<file path="config.mk">
export PLATFORM = sky130hd
export DESIGN_NAME = bp_me_mem_cmd_arbiter
export DESIGN_NICKNAME = d
export VERILOG_FILES = /design/src/rtl/bp_me_mem_cmd_arbiter.sv
export SDC_FILE = /design/constraint.sdc
export NUM_CORES = 1
export LEC_CHECK = 0
export ABC_AREA = 1
export BUFFER_PORTS_ARGS = -buffer_cell sky130_fd_sc_hd__buf_2
export CELL_PAD_IN_SITES_DETAIL_PLACEMENT = 0
export CELL_PAD_IN_SITES_GLOBAL_PLACEMENT = 1
export CORE_AREA = 2 2 257 259
export DETAILED_ROUTE_END_ITERATION = 16
export DIE_AREA = 0 0 259 261
export GPL_TIMING_DRIVEN = 1
export PLACE_DENSITY = 0.49
export SLEW_MARGIN = 20
export SYNTH_ARGS = -nofsm -noshare
export SYNTH_HDL_FRONTEND = slang
export SYNTH_SLANG_ARGS = --single-unit
</file>
<file path="constraint.sdc">
create_clock -name clk_i -period 2.1 [get_ports clk_i]
set_input_delay 0.105 -clock clk_i [delete_from_list [all_inputs] [get_ports clk_i]]
set_output_delay 0.105 -clock clk_i [all_outputs]
set_load 0.05 [all_outputs]
</file>
<file path="src/rtl/bp_me_mem_cmd_arbiter.sv">
// Round-robin arbiter sharing one memory command/response channel among several requesters.
// Responses are steered back to their issuer through an in-order tag FIFO of requester IDs.
module bp_me_mem_cmd_arbiter #(
    parameter int unsigned num_req_p         = 2,
    parameter int unsigned msg_width_p       = 128,
    parameter int unsigned max_outstanding_p = 4,
    localparam int unsigned lg_num_req_lp    = $clog2(num_req_p),
    localparam int unsigned cnt_width_lp     = $clog2(max_outstanding_p + 1)
) (
    input  logic                               clk_i,
    input  logic                               reset_i,
    input  logic [num_req_p*msg_width_p-1:0]   req_cmd_i,
    input  logic [num_req_p-1:0]               req_cmd_v_i,
    output logic [num_req_p-1:0]               req_cmd_ready_o,
    output logic [msg_width_p-1:0]             mem_cmd_o,
    output logic                               mem_cmd_v_o,
    input  logic                               mem_cmd_ready_i,
    input  logic [msg_width_p-1:0]             mem_resp_i,
    input  logic                               mem_resp_v_i,
    output logic                               mem_resp_yumi_o,
    output logic [msg_width_p-1:0]             req_resp_o,
    output logic [num_req_p-1:0]               req_resp_v_o,
    input  logic [num_req_p-1:0]               req_resp_yumi_i,
    output logic [cnt_width_lp-1:0]            outstanding_o
);

    localparam int unsigned ptr_width_lp = (max_outstanding_p > 1) ? $clog2(max_outstanding_p) : 1;

    typedef enum logic {IDLE, LOCKED} state_e;

    state_e                   state;
    logic [lg_num_req_lp-1:0] grant;
    logic [lg_num_req_lp-1:0] rr_ptr;
    logic [cnt_width_lp-1:0]  count;
    logic [lg_num_req_lp-1:0] tag_mem [max_outstanding_p];
    logic [ptr_width_lp-1:0]  rd_ptr;
    logic [ptr_width_lp-1:0]  wr_ptr;
    logic                     reset_d;

    logic [msg_width_p-1:0]   cmd_arr [num_req_p];
    logic [lg_num_req_lp-1:0] rr_sel;
    logic [lg_num_req_lp-1:0] rr_idx;
    logic                     rr_found;
    logic [lg_num_req_lp-1:0] cmd_sel;
    logic                     cmd_v;
    logic                     active;
    logic                     can_issue;
    logic                     fifo_full;
    logic                     fifo_empty;
    logic                     hs;
    logic                     pop;
    logic [lg_num_req_lp-1:0] head;

    for (genvar i = 0; i < num_req_p; i++) begin : g_slice
        assign cmd_arr[i] = req_cmd_i[i*msg_width_p +: msg_width_p];
    end

    function automatic logic [ptr_width_lp-1:0] ptr_next(input logic [ptr_width_lp-1:0] p);
        return (p == ptr_width_lp'(max_outstanding_p - 1)) ? '0 : p + ptr_width_lp'(1);
    endfunction

    // Outputs stay quiet while reset is high and for the cycle right after it.
    assign active     = ~(reset_i | reset_d);
    assign fifo_full  = (count == cnt_width_lp'(max_outstanding_p));
    assign fifo_empty = (count == '0);
    assign can_issue  = (count < cnt_width_lp'(max_outstanding_p)) & ~fifo_full;
    assign head       = tag_mem[rd_ptr];

    // First valid requester at or after the round-robin pointer.
    always_comb begin
        rr_sel   = rr_ptr;
        rr_idx   = '0;
        rr_found = 1'b0;
        for (int unsigned i = 0; i < num_req_p; i++) begin
            rr_idx = lg_num_req_lp'((32'(rr_ptr) + i) % num_req_p);
            if (!rr_found && req_cmd_v_i[rr_idx]) begin
                rr_found = 1'b1;
                rr_sel   = rr_idx;
            end
        end
    end

    always_comb begin
        if (state == LOCKED) begin
            cmd_sel = grant;
            cmd_v   = can_issue;
        end else begin
            cmd_sel = rr_sel;
            cmd_v   = can_issue & rr_found;
        end
        mem_cmd_v_o     = active & cmd_v;
        mem_cmd_o       = cmd_arr[cmd_sel];
        req_cmd_ready_o = '0;
        if (mem_cmd_v_o) begin
            req_cmd_ready_o[cmd_sel] = mem_cmd_ready_i;
        end
        hs = mem_cmd_v_o & mem_cmd_ready_i;
    end

    always_comb begin
        req_resp_v_o = '0;
        if (active & mem_resp_v_i & ~fifo_empty) begin
            req_resp_v_o[head] = 1'b1;
        end
        mem_resp_yumi_o = req_resp_v_o[head] & req_resp_yumi_i[head];
        pop             = mem_resp_yumi_o;
        req_resp_o      = mem_resp_i;
        outstanding_o   = reset_i ? '0 : count;
    end

    always_ff @(posedge clk_i) begin
        if (reset_i) begin
            state   <= IDLE;
            grant   <= '0;
            rr_ptr  <= '0;
            count   <= '0;
            rd_ptr  <= '0;
            wr_ptr  <= '0;
            reset_d <= 1'b1;
        end else begin
            reset_d <= 1'b0;
            if (hs) begin
                state  <= IDLE;
                rr_ptr <= (cmd_sel == lg_num_req_lp'(num_req_p - 1)) ? '0 : cmd_sel + lg_num_req_lp'(1);
                wr_ptr <= ptr_next(wr_ptr);
            end else if (mem_cmd_v_o) begin
                state <= LOCKED;
                grant <= cmd_sel;
            end
            if (pop) begin
                rd_ptr <= ptr_next(rd_ptr);
            end
            // Simultaneous push and pop leaves the count unchanged.
            case ({hs, pop})
                2'b10:   count <= count + cnt_width_lp'(1);
                2'b01:   count <= count - cnt_width_lp'(1);
                default: count <= count;
            endcase
        end
    end

    always_ff @(posedge clk_i) begin
        if (!reset_i && hs) begin
            tag_mem[wr_ptr] <= cmd_sel;
        end
    end

    locked_hold_a: assert property (@(posedge clk_i) disable iff (reset_i)
        (state == LOCKED) |-> req_cmd_v_i[grant]);

    resp_tag_a: assert property (@(posedge clk_i) disable iff (reset_i)
        mem_resp_v_i |-> !fifo_empty);

endmodule

</file>
==> summary.txt <==
OUTCOME
--------------------------------------------------------------------------------
Status                                                              finished clean

CLOCK NETWORK
--------------------------------------------------------------------------------
CTS clock-pin slew for the worst setup and hold paths                    0.05 ns
Number of clock sinks                                                         17
CTS tree                                                                     yes
H-tree lvl count                                                               1
Quantity of hold-fixing buffers added after cts                                0
Clock latency reported for the late side of the worst-skew pair          0.25 ns
TritonCTS buffer count                                                         3
Buffer depth of the longest clock path                                         2
Library cell used as clock root buffer                              sky130_fd_sc_hd__clkbuf_16

SETUP PATH
--------------------------------------------------------------------------------
Element type at the critical path end                               primary output
Nature of the critical path startpoint                                  register
Data required time of the critical path                                  2.00 ns
Highest net fanout along the worst path                                       81
Register-to-register path setup slack                                    0.14 ns
Classification of the worst setup path                                reg -> out
Critical path data arrival time                                          1.88 ns

GLOBAL ROUTING
--------------------------------------------------------------------------------
Global-route wire length before repair                                  24260 um
Met2 Track Usage GR                                                       8.422%
Most Crowded Layer GR                                                       met2
GR met3 Demand/Resource                                                   2.536%
Global routing met1 resource utilization                                  4.413%
Total routing resource utilization after global routing                   4.704%
Pin count of the biggest net entering global routing                          82
GRT Residual Overflow                                                          0
Number of global-route vias before repair                                   4291
Initial antenna violation count                                                1

PLACEMENT
--------------------------------------------------------------------------------
Detail Placement HPWL                                                   16050 um
Setup slack at placement                                              0.06270 ns
Buffers added on ports                                                       400
Placed cell count                                                           1771
GP Congestion                                                             0.7133

LAYOUT
--------------------------------------------------------------------------------
Antenna diode count                                                            0
Area delta synth->final                                                   70.00%
Post-layout net count                                                       1312
Post-layout util                                                          9.157%
Fraction of final layout cells with drive strength greater than 1         46.93%
Non-filler instance count after layout                                      1776

SYNTH
--------------------------------------------------------------------------------
Sequential fraction of the synthesis area                                 10.86%
Summed instance area of the synthesized netlist                     0.003503 sq mm
Net Count, Synth                                                            1055
Mean post-synth cell area                                            5.340 sq um
Number of instances in the synthesized netlist                               656
Number of warning messages in the yosys log                                    0
Flip-flop and latch count after synthesis                                     17
Count of unique library cells instantiated by Yosys                           23

STA
--------------------------------------------------------------------------------
Setup violators final                                                          0
Unrepaired setup endpoints after global routing                             true
Final Max Tran Viols                                                           0
Count of final hold-check violations                                           0
Final clock period utilization by the worst path                          94.43%
Skew final                                                           0.001477 ns
Transition time of the tightest slew-check pin                         0.4013 ns
Max-slew headroom at the worst pin                                        73.25%
Setup slack of the critical path after layout                          0.1170 ns
Post-Route Setup TNS                                                        0 ns
Clock period minus worst slack                                          1.983 ns
Max Clock Freq                                                         504.3 MHz

RUN
--------------------------------------------------------------------------------
Number of maximum-capacitance violations                                       0

FLOORPLANNING
--------------------------------------------------------------------------------
Total die area                                                      0.06760 sq mm
Initial core utilization                                                  5.386%
Rows                                                                          94
Core footprint                                                      0.06504 sq mm
Die outline width                                                         259 um
Die Y-Extent                                                              261 um
I/O pins                                                                     657

POWER
--------------------------------------------------------------------------------
Clock power share                                                          11.5%
Static power due to leakage                                          0.003332 uW
Internal Pwr Total                                                       1357 uW
Switching part of the total power                                         60.13%
Part of the power in registers                                             10.3%
P_sw                                                                     2048 uW
Logic gate share of total power                                            78.2%
Maximum VDD drop                                                       0.2575 mV
Final total power                                                        3405 uW
Power per unit of standard cell area                                571.7 mW/mm^2

MIN PATH
--------------------------------------------------------------------------------
Worst Hold Class                                                       in -> reg

DETAILED ROUTING
--------------------------------------------------------------------------------
Initial DRT Pass Iterations                                                    4
Drt via density                                                            2.620
Post-DRT Antenna Nets                                                          0
Total via count in the routed design                                        4653
Detailed-route wire length                                              18860 um
Final routed DRC violation total                                               0
Starting DRC count in detailed routing                                       123
Wire length per cell                                                    10.62 um

## metrics by stage
stage / hold WS, ns / area [sq um]
final: 0.1212 / 5956
after CTS: 0.1187 / 5893
after detailed placement: 0.2103 / 5813
after global routing: 0.1276 / 5956
after global placement: 0.2103 / 5813
after floorplan: 0.1327 / 3528
## cells in the final DEF, fill, tap and decap left out, drive strengths merged
cell type	n
buf	408
nand2	401
inv	22
nor2	22
dfxtp	13
o21ai	8
a21oi	7
nand3	7
ha	6
clkbuf	4
edfxtp	4
nand4	2
or2	2
o211ai	1
nor3	1
clkinvlp	1
a211oi	1
fa	1
clkinv	1
## final timing paths
path / from / endpoint / depth (start not counted)
hold / removal: reset_i / reset_d$_DFF_P_ / 2
setup / recovery: state$_SDFFE_PP0N_ / mem_cmd_o[15] / 7
setup reg to reg: reset_d$_DFF_P_ / count[2]$_SDFFE_PP0P_ / 12
hold reg to reg: state$_SDFFE_PP0N_ / state$_SDFFE_PP0N_ / 2
## power by group through the flow
stage | sequential, uW | clock [uW] | combinational [uW]
finish | 351 | 393 | 2660
global route | 352 | 421 | 2840
CTS | 351 | 401 | 2660
detailed placement | 358 | 0 | 2650
global placement | 358 | 0 | 2660
floorplan | 357 | 0 | 2430
## routing by layer
| metal | part of all wire [%] | vias up |
|---|---|---|
| met5 | 0.069 | - |
| met3 | 15 | 67 |
| met1 | 32 | 1883 |
| li1 | - | 2340 |
| met2 | 50 | 361 |
| met4 | 4.1 | 2 |
## logic make-up (layout without fill, tap and decap cells)
family                     after synthesis  count (layout)  synth area share, %
AOI/OAI and AO/OA                       17              17                2.821
adders and majority gates                7               7                2.714
buffers and inverters                  180             436                36.21
DFF                                     17              17                10.86
and+or+nand+nor                        435             435                47.39
## worst max-delay path, stage by stage (launching register included)
cell	delay (ns)
sky130_fd_sc_hd__dfxtp_1	0.32
sky130_fd_sc_hd__inv_2	0.05
sky130_fd_sc_hd__or2_1	0.23
sky130_fd_sc_hd__nand2_4	0.16
sky130_fd_sc_hd__buf_16	0.26
sky130_fd_sc_hd__nand2_1	0.13
sky130_fd_sc_hd__nand2_1	0.10
sky130_fd_sc_hd__buf_2	0.26
## what timing repair did
| action | 4_1_cts | 5_1_grt |
|---|---|---|
| buffers inserted | 0 | 0 |
| gates resized for setup | 0 | 7 |
| setup endpoints to repair | 0 | 5 |
## cell usage after synthesis
| master | count | area (sq um) |
|---|---|---|
| sky130_fd_sc_hd__nand4_1 | 2 | 12.51 |
| sky130_fd_sc_hd__o211ai_2 | 1 | 12.51 |
| sky130_fd_sc_hd__edfxtp_1 | 4 | 120.1 |
| sky130_fd_sc_hd__nand2_1 | 400 | 1501 |
| sky130_fd_sc_hd__buf_2 | 15 | 75.07 |
| sky130_fd_sc_hd__nor3_1 | 1 | 5.000 |
| sky130_fd_sc_hd__dfxtp_1 | 13 | 260.3 |
| sky130_fd_sc_hd__o21ai_0 | 7 | 35.03 |
| sky130_fd_sc_hd__inv_1 | 22 | 82.58 |
| sky130_fd_sc_hd__buf_4 | 131 | 983.4 |
| sky130_fd_sc_hd__nand2_2 | 1 | 6.260 |
| sky130_fd_sc_hd__nor2_2 | 2 | 12.51 |
| sky130_fd_sc_hd__buf_6 | 11 | 123.9 |
| sky130_fd_sc_hd__inv_2 | 1 | 3.750 |
| sky130_fd_sc_hd__nor2_1 | 20 | 75.07 |
| sky130_fd_sc_hd__o21ai_2 | 1 | 8.760 |
| sky130_fd_sc_hd__ha_1 | 6 | 75.07 |
| sky130_fd_sc_hd__or2_2 | 1 | 6.260 |
| sky130_fd_sc_hd__a211oi_1 | 1 | 7.510 |
| sky130_fd_sc_hd__nand3_1 | 7 | 35.03 |
| sky130_fd_sc_hd__or2_1 | 1 | 6.260 |
| sky130_fd_sc_hd__a21oi_1 | 7 | 35.03 |
| sky130_fd_sc_hd__fa_1 | 1 | 20.02 |
## final cells by class
cell class              count  area [sq um]
fillers                  7703         59080
repair buffers            409          2430
multi-input cells         459          1889
well taps                 864          1081
flip-flops and latches     17         380.4
inverters                  23         95.09
clock buffers               3         75.07
clock inverters             1         5.005
(Power assumes the default switching activity.)
